--- src/rtl/ram_mbist_pkg.sv ---
// Shared definitions for the RAM march BIST controller.
//   - FSM state encoding (exposed on the controller's fsm_state debug port)
//   - march element count
//   - per-element direction, op count and data-background constants for
//     March C-, as bit maps indexed by element number (bits 6/7 unused)
package ram_mbist_pkg;

  typedef enum logic [1:0] {
    ST_IDLE   = 2'd0,
    ST_SETUP  = 2'd1,
    ST_STROBE = 2'd2,
    ST_DONE   = 2'd3
  } state_t;

  localparam int NUM_ELEM = 6;

  // Element sequence:
  //   e0 up w0 | e1 up r0,w1 | e2 up r1,w0 | e3 down r0,w1 | e4 down r1,w0 | e5 up r0

  // Address direction: 1 = descending.
  localparam logic [7:0] ELEM_DOWN    = 8'b0001_1000;
  // Elements with two operations per address (read then write).
  localparam logic [7:0] ELEM_TWO_OPS = 8'b0001_1110;
  // First operation is a write (only e0); otherwise it is a read.
  // The second operation, where present, is always a write.
  localparam logic [7:0] OP0_WRITE    = 8'b0000_0001;
  // Data background for the first and second operation: 1 = all ones.
  localparam logic [7:0] OP0_ONES     = 8'b0001_0100;
  localparam logic [7:0] OP1_ONES     = 8'b0000_1010;

endpackage

--- src/rtl/ram_mbist_ctrl_if.sv ---
// RAM-side bus of the BIST controller: functional requests in, RAM controls
// out, RAM read data back.
//   master : the controller (consumes func_* and mem_DOUT, drives mem_*)
//   slave  : the system side (drives func_* and mem_DOUT, observes mem_*)
// Control encoding on both func_* and mem_* (Read/Write):
//   1/1 = write mem_DIN to mem_ADDR at the clock edge
//   0/0 = read; mem_DOUT reflects mem_ADDR
//   1/0 = idle
// There is no ready/backpressure: every operation completes in one cycle.
interface ram_mbist_ctrl_if #(
  parameter int ADDR_W = 6,
  parameter int DATA_W = 8
);
  logic              func_Read;
  logic              func_Write;
  logic [ADDR_W-1:0] func_ADDR;
  logic [DATA_W-1:0] func_DIN;
  logic              mem_Read;
  logic              mem_Write;
  logic [ADDR_W-1:0] mem_ADDR;
  logic [DATA_W-1:0] mem_DIN;
  logic [DATA_W-1:0] mem_DOUT;

  modport master (
    input  func_Read, func_Write, func_ADDR, func_DIN, mem_DOUT,
    output mem_Read, mem_Write, mem_ADDR, mem_DIN
  );

  modport slave (
    output func_Read, func_Write, func_ADDR, func_DIN, mem_DOUT,
    input  mem_Read, mem_Write, mem_ADDR, mem_DIN
  );
endinterface

--- src/rtl/mbist_march_seq.sv ---
// March C- sequence generator.
//   clk, rst_n : clock, async active-low reset
//   clear      : restart at element 0, address sweep 0, first op
//   advance    : step to the next operation
//   addr       : address of the current operation
//   elem       : current march element (0..5)
//   is_write   : current operation writes (else reads and compares)
//   data       : write data, or expected read data
//   last       : current operation is the final one of the test
module mbist_march_seq
  import ram_mbist_pkg::*;
#(
  parameter int ADDR_W = 6,
  parameter int DATA_W = 8
) (
  input  logic              clk,
  input  logic              rst_n,
  input  logic              clear,
  input  logic              advance,
  output logic [ADDR_W-1:0] addr,
  output logic [2:0]        elem,
  output logic              is_write,
  output logic [DATA_W-1:0] data,
  output logic              last
);

  // The sweep counter always counts upward and simply wraps between
  // elements; descending elements use its complement as the address.
  logic [ADDR_W-1:0] sweep;
  logic              op_idx;
  logic              last_op;
  logic              last_addr;
  logic              last_elem;
  logic              ones;

  always_comb begin
    last_op   = op_idx || !ELEM_TWO_OPS[elem];
    last_addr = &sweep;
    last_elem = (elem == 3'(NUM_ELEM - 1));
    last      = last_op && last_addr && last_elem;
    addr      = ELEM_DOWN[elem] ? ~sweep : sweep;
    is_write  = op_idx | OP0_WRITE[elem];
    ones      = op_idx ? OP1_ONES[elem] : OP0_ONES[elem];
    data      = {DATA_W{ones}};
  end

  always_ff @(posedge clk or negedge rst_n) begin
    if (!rst_n) begin
      sweep  <= '0;
      op_idx <= 1'b0;
      elem   <= '0;
    end else if (clear) begin
      sweep  <= '0;
      op_idx <= 1'b0;
      elem   <= '0;
    end else if (advance) begin
      if (!last_op) begin
        op_idx <= 1'b1;
      end else begin
        op_idx <= 1'b0;
        sweep  <= sweep + ADDR_W'(1);
        if (last_addr) begin
          elem <= last_elem ? 3'd0 : elem + 3'd1;
        end
      end
    end
  end

endmodule

--- src/rtl/ram_mbist_ctrl.sv ---
// March C- memory BIST controller with functional passthrough.
//   CoreIN_CLK, CoreIN_RESET : clock, async active-low reset
//   BIST_START               : test request, sampled in IDLE
//   bus                      : functional request / RAM bus (master side)
//   BIST_BUSY, BIST_DONE     : test running / test finished, results valid
//   BIST_FAIL, FAIL_*        : sticky fail flag and first-mismatch record
//   FAIL_CNT                 : mismatch count, saturating at 255
//   fsm_state                : current controller state (debug)
// Each march operation takes two cycles: SETUP presents address/data with
// idle controls, STROBE applies the operation; reads are compared at the
// edge that ends STROBE.
module ram_mbist_ctrl
  import ram_mbist_pkg::*;
#(
  parameter int ADDR_W       = 6,
  parameter int DATA_W       = 8,
  parameter int STOP_ON_FAIL = 0
) (
  input  logic                 CoreIN_CLK,
  input  logic                 CoreIN_RESET,
  input  logic                 BIST_START,
  ram_mbist_ctrl_if.master     bus,
  output logic                 BIST_BUSY,
  output logic                 BIST_DONE,
  output logic                 BIST_FAIL,
  output logic [ADDR_W-1:0]    FAIL_ADDR,
  output logic [2:0]           FAIL_ELEM,
  output logic [DATA_W-1:0]    FAIL_EXP,
  output logic [7:0]           FAIL_CNT,
  output state_t               fsm_state
);

  state_t              state;
  state_t              state_next;
  logic                start_test;
  logic                seq_adv;
  logic                mismatch;
  logic [ADDR_W-1:0]   seq_addr;
  logic [2:0]          seq_elem;
  logic                seq_is_write;
  logic [DATA_W-1:0]   seq_data;
  logic                seq_last;
  logic                mem_read;
  logic                mem_write;
  logic [ADDR_W-1:0]   mem_addr;
  logic [DATA_W-1:0]   mem_din;

  mbist_march_seq #(
    .ADDR_W (ADDR_W),
    .DATA_W (DATA_W)
  ) u_seq (
    .clk      (CoreIN_CLK),
    .rst_n    (CoreIN_RESET),
    .clear    (start_test),
    .advance  (seq_adv),
    .addr     (seq_addr),
    .elem     (seq_elem),
    .is_write (seq_is_write),
    .data     (seq_data),
    .last     (seq_last)
  );

  assign mismatch = (state == ST_STROBE) && !seq_is_write && (bus.mem_DOUT != seq_data);

  always_ff @(posedge CoreIN_CLK or negedge CoreIN_RESET) begin
    if (!CoreIN_RESET) state <= ST_IDLE;
    else               state <= state_next;
  end

  always_comb begin
    state_next = state;
    start_test = 1'b0;
    seq_adv    = 1'b0;
    case (state)
      ST_IDLE: begin
        if (BIST_START) begin
          state_next = ST_SETUP;
          start_test = 1'b1;
        end
      end
      ST_SETUP: state_next = ST_STROBE;
      ST_STROBE: begin
        seq_adv = 1'b1;
        if (seq_last || ((STOP_ON_FAIL != 0) && mismatch)) state_next = ST_DONE;
        else                                               state_next = ST_SETUP;
      end
      ST_DONE: begin
        // Leaving DONE needs BIST_START low, so a held request cannot rerun.
        if (!BIST_START) state_next = ST_IDLE;
      end
      default: state_next = ST_IDLE;
    endcase
  end

  // Result registers: cleared when a test launches, held otherwise.
  always_ff @(posedge CoreIN_CLK or negedge CoreIN_RESET) begin
    if (!CoreIN_RESET) begin
      BIST_DONE <= 1'b0;
      BIST_FAIL <= 1'b0;
      FAIL_ADDR <= '0;
      FAIL_ELEM <= '0;
      FAIL_EXP  <= '0;
      FAIL_CNT  <= '0;
    end else if (start_test) begin
      BIST_DONE <= 1'b0;
      BIST_FAIL <= 1'b0;
      FAIL_ADDR <= '0;
      FAIL_ELEM <= '0;
      FAIL_EXP  <= '0;
      FAIL_CNT  <= '0;
    end else begin
      if (mismatch) begin
        if (!BIST_FAIL) begin
          FAIL_ADDR <= seq_addr;
          FAIL_ELEM <= seq_elem;
          FAIL_EXP  <= seq_data;
        end
        BIST_FAIL <= 1'b1;
        if (FAIL_CNT != 8'hFF) FAIL_CNT <= FAIL_CNT + 8'd1;
      end
      if ((state == ST_STROBE) && (state_next == ST_DONE)) BIST_DONE <= 1'b1;
    end
  end

  // Output mux: functional passthrough whenever no test is running; since
  // state resets asynchronously, passthrough returns immediately on reset.
  always_comb begin
    BIST_BUSY = (state == ST_SETUP) || (state == ST_STROBE);
    mem_read  = bus.func_Read;
    mem_write = bus.func_Write;
    mem_addr  = bus.func_ADDR;
    mem_din   = bus.func_DIN;
    if (BIST_BUSY) begin
      mem_addr = seq_addr;
      mem_din  = seq_data;
      if (state == ST_SETUP) begin
        mem_read  = 1'b1;
        mem_write = 1'b0;
      end else begin
        // write = 1/1, read = 0/0
        mem_read  = seq_is_write;
        mem_write = seq_is_write;
      end
    end
  end

  assign bus.mem_Read  = mem_read;
  assign bus.mem_Write = mem_write;
  assign bus.mem_ADDR  = mem_addr;
  assign bus.mem_DIN   = mem_din;
  assign fsm_state     = state;

endmodule

--- src/flat_wrapper.sv ---
// flat-port wrapper written by rule: the top's interface ports become plain ports
module ram_mbist_ctrl_flat import ram_mbist_pkg::*;
#(
  parameter int ADDR_W       = 6,
  parameter int DATA_W       = 8,
  parameter int STOP_ON_FAIL = 0
)
  (CoreIN_CLK, CoreIN_RESET, BIST_START, BIST_BUSY, BIST_DONE, BIST_FAIL, FAIL_ADDR, FAIL_ELEM, FAIL_EXP, FAIL_CNT, fsm_state, bus_func_Read, bus_func_Write, bus_func_ADDR, bus_func_DIN, bus_mem_DOUT, bus_mem_Read, bus_mem_Write, bus_mem_ADDR, bus_mem_DIN);
  ram_mbist_ctrl_if #(.ADDR_W(ADDR_W), .DATA_W(DATA_W)) bus_i ();
  input  logic CoreIN_CLK;
  input  logic CoreIN_RESET;
  input  logic BIST_START;
  output logic BIST_BUSY;
  output logic BIST_DONE;
  output logic BIST_FAIL;
  output logic [ADDR_W-1:0] FAIL_ADDR;
  output logic [2:0] FAIL_ELEM;
  output logic [DATA_W-1:0] FAIL_EXP;
  output logic [7:0] FAIL_CNT;
  output state_t fsm_state;
  input wire logic [$bits(bus_i.func_Read)-1:0] bus_func_Read;
  input wire logic [$bits(bus_i.func_Write)-1:0] bus_func_Write;
  input wire logic [$bits(bus_i.func_ADDR)-1:0] bus_func_ADDR;
  input wire logic [$bits(bus_i.func_DIN)-1:0] bus_func_DIN;
  input wire logic [$bits(bus_i.mem_DOUT)-1:0] bus_mem_DOUT;
  output wire logic [$bits(bus_i.mem_Read)-1:0] bus_mem_Read;
  output wire logic [$bits(bus_i.mem_Write)-1:0] bus_mem_Write;
  output wire logic [$bits(bus_i.mem_ADDR)-1:0] bus_mem_ADDR;
  output wire logic [$bits(bus_i.mem_DIN)-1:0] bus_mem_DIN;
  assign bus_i.func_Read = bus_func_Read;
  assign bus_i.func_Write = bus_func_Write;
  assign bus_i.func_ADDR = bus_func_ADDR;
  assign bus_i.func_DIN = bus_func_DIN;
  assign bus_i.mem_DOUT = bus_mem_DOUT;
  assign bus_mem_Read = bus_i.mem_Read;
  assign bus_mem_Write = bus_i.mem_Write;
  assign bus_mem_ADDR = bus_i.mem_ADDR;
  assign bus_mem_DIN = bus_i.mem_DIN;
  ram_mbist_ctrl #(.ADDR_W(ADDR_W), .DATA_W(DATA_W), .STOP_ON_FAIL(STOP_ON_FAIL)) u_core (.CoreIN_CLK(CoreIN_CLK), .CoreIN_RESET(CoreIN_RESET), .BIST_START(BIST_START), .bus(bus_i), .BIST_BUSY(BIST_BUSY), .BIST_DONE(BIST_DONE), .BIST_FAIL(BIST_FAIL), .FAIL_ADDR(FAIL_ADDR), .FAIL_ELEM(FAIL_ELEM), .FAIL_EXP(FAIL_EXP), .FAIL_CNT(FAIL_CNT), .fsm_state(fsm_state));
endmodule
--- config.mk ---
export PLATFORM = sky130hd
export DESIGN_NAME = ram_mbist_ctrl_flat
export DESIGN_NICKNAME = d
export VERILOG_FILES = /design/src/rtl/ram_mbist_pkg.sv /design/src/rtl/ram_mbist_ctrl_if.sv /design/src/rtl/mbist_march_seq.sv /design/src/rtl/ram_mbist_ctrl.sv /design/src/flat_wrapper.sv
export SDC_FILE = /design/constraint.sdc
export NUM_CORES = 1
export LEC_CHECK = 0
export CAP_MARGIN = 5
export CORE_ASPECT_RATIO = 1.25
export CORE_MARGIN = 1
export CORE_UTILIZATION = 49
export DETAILED_ROUTE_END_ITERATION = 10
export PLACE_DENSITY_LB_ADDON = 0.08
export SKIP_CTS_REPAIR_TIMING = 1
export SLEW_MARGIN = 20
export SYNTH_ARGS = -nofsm -noshare
export SYNTH_HDL_FRONTEND = slang
export SYNTH_SLANG_ARGS = --single-unit
--- constraint.sdc ---
create_clock -name CoreIN_CLK -period 5 [get_ports CoreIN_CLK]
set_input_delay 1 -clock CoreIN_CLK [delete_from_list [all_inputs] [get_ports CoreIN_CLK]]
set_output_delay 1 -clock CoreIN_CLK [all_outputs]
set_load 0.02 [all_outputs]
==> results <==
- The dominant delay contributor by cell family on the critical path is adder cells.
- Summing over every cut layer, the via total after detailed routing is 1,875.
- The most critical setup path has its startpoint at u_core.fsm_state[0].
- Following the worst setup path forward leads to its endpoint at bus_mem_DIN[5].
- The first global-routing pass estimated 7.58 mm of wire.
- The reg2reg setup slack is 2.59 ns.
- Setup violations remaining at the end of the flow were counted as 0.
- The number of placed I/O pins is 73.
- For this run, asynchronously set or reset flops after synthesis account for 100%.
- IR analysis of the VDD net gives a maximum drop of 0.000416 V.
- Once the floorplan was initialized, standard cells occupied 52.6% of the core.
- The number of global-route vias before repair is 1,704.
- For this design the ratio of total power to cell area is 433 mW/mm^2.
- The number of nets with antenna violations after detailed routing is 0.
- In the post-synthesis netlist, the cell with the most instances is dfrtp_1.
- In the post-synthesis netlist, the biggest area contributors are dfrtp_1, a21oi_1, ha_1.
- The floorplan die width is 59.7 um.
- The dominant synthesized flop cell is dfrtp_1.
- The largest stage delay on the critical path is 0.69 ns.
- The clock period minus worst slack is 3.61 ns.
- The total of flip-flops plus latches after synthesis is 32.
- The count of fill cells added during filler insertion is 330.
- The type of the worst min-delay path is register to register.
- For the pin with the worst max-slew slack, the measured transition is 1.06 ns.
- Cells with a size suffix above 1 make up 7.12% of the layout.
- The DRC violations left is 0.
- The final critical path takes up 72.1% of the cycle.
- The number of clock sinks is 32.
- The instance count on the critical path is 5.
- The number of cells on the worst reg-to-reg path is 7.
- After detailed routing, the number of vias per cell comes to 5.60.
- The H-tree generated during clock tree synthesis spans 2 levels.
- The post-route core utilization is 72.0%.
- Counting flops with a built-in enable in the synthesized netlist gives 0.
- The critical-path maximum fanout is 19.
- TritonCTS created 5 clock buffers.
- The flow ran to the end, and the final reports show no timing, DRC or antenna violations.
- The remaining max-slew budget at the tightest pin is 29.6%.
- The startpoint kind of the worst setup timing path is a register.
- For the worst setup path, the data arrival time is 2.61 ns.
- The fmax is 277 MHz.
- The number of antenna diodes in the final layout is 0.
- The required time at the worst-slack endpoint is 4.00 ns.
- The area inside the core boundary is 0.00388 mm^2.
- The TritonCTS clock tree is built.
- The final layout contains 316 nets.
- The critical path is of the register to output port type.
- The tool flagged a number of max-cap violations equal to 0.
- The average instance area after synthesis is 9.19 um^2.
- Setup repair after global routing left no endpoint under its margin.
- After clock tree synthesis, the clock-pin slew on the worst setup and hold paths is 0.06 ns.
- The cell type with the highest aggregate area in the netlist is dfrtp_1.
- The synthesized area is 0.00204 mm^2.
- The clock passes through at most 2 buffers.
- Traced cell by cell, the critical path runs through inv_1 > ha_1 > nand2_1 > o21a_1 > clkdlybuf4s50_1.
- After synthesis, the most frequently instantiated cells are dfrtp_1, a21oi_1, o21ai_0.
- The setup TNS is 0 ns.
- At the end of routability-driven placement, the weighted congestion stood at 0.816.
- The total overflow left after global routing is 0.
- In the synthesized netlist, the number of instances is 222.
- The final number of hold-violating endpoints is 0.
- The sum of internal, switching and leakage power is 1.21 mW.
- The leakage component of the power is 1.15 nW.
- Of the synthesized area, sequential elements account for 39.2%.
- The area growth from synthesis to layout is 36.9%.
- The number of buffer and inverter stages on the critical path is 2.
- The number of nets handed over by synthesis was 257.
- The capturing element type of the critical path is an output port.
- The total count of max-transition violations in the final report is 0.
- During placement, the flow inserted port buffers numbering 72.
- The half-perimeter wire length after placement is 3.51 mm.
- The synthesis warning total is 0.
- The count of distinct cell types in the synthesized netlist is 40.
- In the final routed layout, each cell accounts on average for 14.4 um.
- The pin count of the biggest net entering global routing is 33.
- The endpoint identified for the worst register-to-register timing path is u_core.FAIL_CNT[4].
- Summed over its instances, the top area cell type makes up 39.2% of the synthesized netlist area.
- The initial antenna violation count was 0.
- The tree is rooted in a clkbuf_8.
- In the final layout, the multi-input gates occupy 0.00110 mm^2.
- The die extent in y is 74.2 um.
- The standard cell with the maximum stage delay on the critical path is ha_1.
- Wires add up to 4.83 mm.
- The detailed-routing iteration count for the pre-antenna-repair pass is 4.
- The clock latency at the later pin of the worst-skew pair is 0.28 ns.
- The area used by sequential logic in the layout is 801 um^2.
- The floorplan has 25 rows.
- The startpoint of the worst-slack reg-to-reg timing path is u_core.fsm_state[0].
- The initial DRC count is 72.
- The die covers 0.00443 mm^2.
- On the final layout, the worst clock skew is 0.00564 ns.
- Global routing used 22.9% of the available tracks.
## layout make-up
type / count / share of cell area [%]
Clock buffer: 6 / 2.60
Clock inverter: 1 / 0.179
Inverter: 6 / 0.806
Multi-Input combinational cell: 163 / 39.3
Sequential cell: 32 / 28.7
Tap cell: 54 / 2.42
Timing Repair Buffer: 73 / 26.1
## where the power goes
group	leakage, nW	total [mW]	internal [mW]	switching [mW]
Clock	0.0410	0.189	0.0945	0.0943
Sequential	0.442	0.308	0.280	0.0280
Combinational	0.668	0.714	0.342	0.373
## placed cells by master (no fill, tap or decap), drive strengths merged, types with 3 or more instances in the layout
| cell type | instances |
|---|---|
| a21oi | 21 |
| dfrtp | 32 |
| and3 | 7 |
| nor2 | 15 |
| xor2 | 6 |
| or3 | 5 |
| xnor2 | 7 |
| ha | 8 |
| nand4 | 6 |
| clkbuf | 6 |
| nand3 | 13 |
| mux2i | 3 |
| mux2 | 8 |
| inv | 5 |
| o21ai | 16 |
| o21a | 11 |
| nand2 | 13 |
| nor3 | 5 |
| clkdlybuf4s50 | 72 |
## tightest hold or removal path, cell delays in order, from the launching register on
cell     delay, ns
dfrtp_1       0.35
a31oi_1       0.05
nor2_1        0.08
## how the worst min path moves through the flow
stage | from | cells after the start | slack, ns | end
floorplan | u_core.u_seq.sweep[1] | 2 | 0.55 | u_core.u_seq.sweep[1]
CTS | u_core.BIST_DONE | 2 | 0.51 | u_core.BIST_DONE
global route | u_core.FAIL_ADDR[1] | 2 | 0.58 | u_core.FAIL_ADDR[1]
global placement | u_core.BIST_DONE | 2 | 0.50 | u_core.BIST_DONE
detailed placement | u_core.BIST_DONE | 2 | 0.49 | u_core.BIST_DONE
finish | u_core.BIST_DONE | 2 | 0.51 | u_core.BIST_DONE
## cells by family (layout without fill, tap and decap cells)
group / after synthesis / count (layout) / share of synthesized area (%)
compound gates: 57 / 57 / 17.9
fa+ha+maj: 8 / 8 / 4.91
flops: 32 / 32 / 39.2
xor+xnor: 13 / 13 / 5.95
mux: 11 / 11 / 6.07
buf+inv: 27 / 86 / 7.42
simple gates: 74 / 74 / 18.5
## through the flow
step	std cells	worst slack (ns)	cell area, um^2	hold slack (ns)
6_report	335	1.39	2790	0.509
5_1_grt	335	1.22	2790	0.583
4_1_cts	335	1.36	2790	0.514
3_5_place_dp	328	1.66	2710	0.493
3_3_place_gp	328	1.77	2710	0.497
2_1_floorplan	222	1.90	2040	0.547
## metal layers
layer	up-vias	track usage, %	wire length [um]
met5	-	0	0
met2	68	41.4	2550
met4	0	9.30	85
li1	901	-	-
met1	896	25.9	1950
met3	10	4.52	240
## sequential cells by signal (all words and copies together) (netlist names)
| register | cells |
|---|---|
| u_core.FAIL_ELEM | 3 |
| u_core.FAIL_ADDR | 6 |
| u_core.fsm_state | 2 |
| u_core.BIST_DONE | 1 |
| u_core.u_seq.op_idx | 1 |
| u_core.FAIL_EXP | 1 |
| u_core.u_seq.elem | 3 |
| u_core.u_seq.sweep | 6 |
| u_core.FAIL_CNT | 8 |
| u_core.BIST_FAIL | 1 |
No activity file was read; power rests on OpenSTA's default activity.
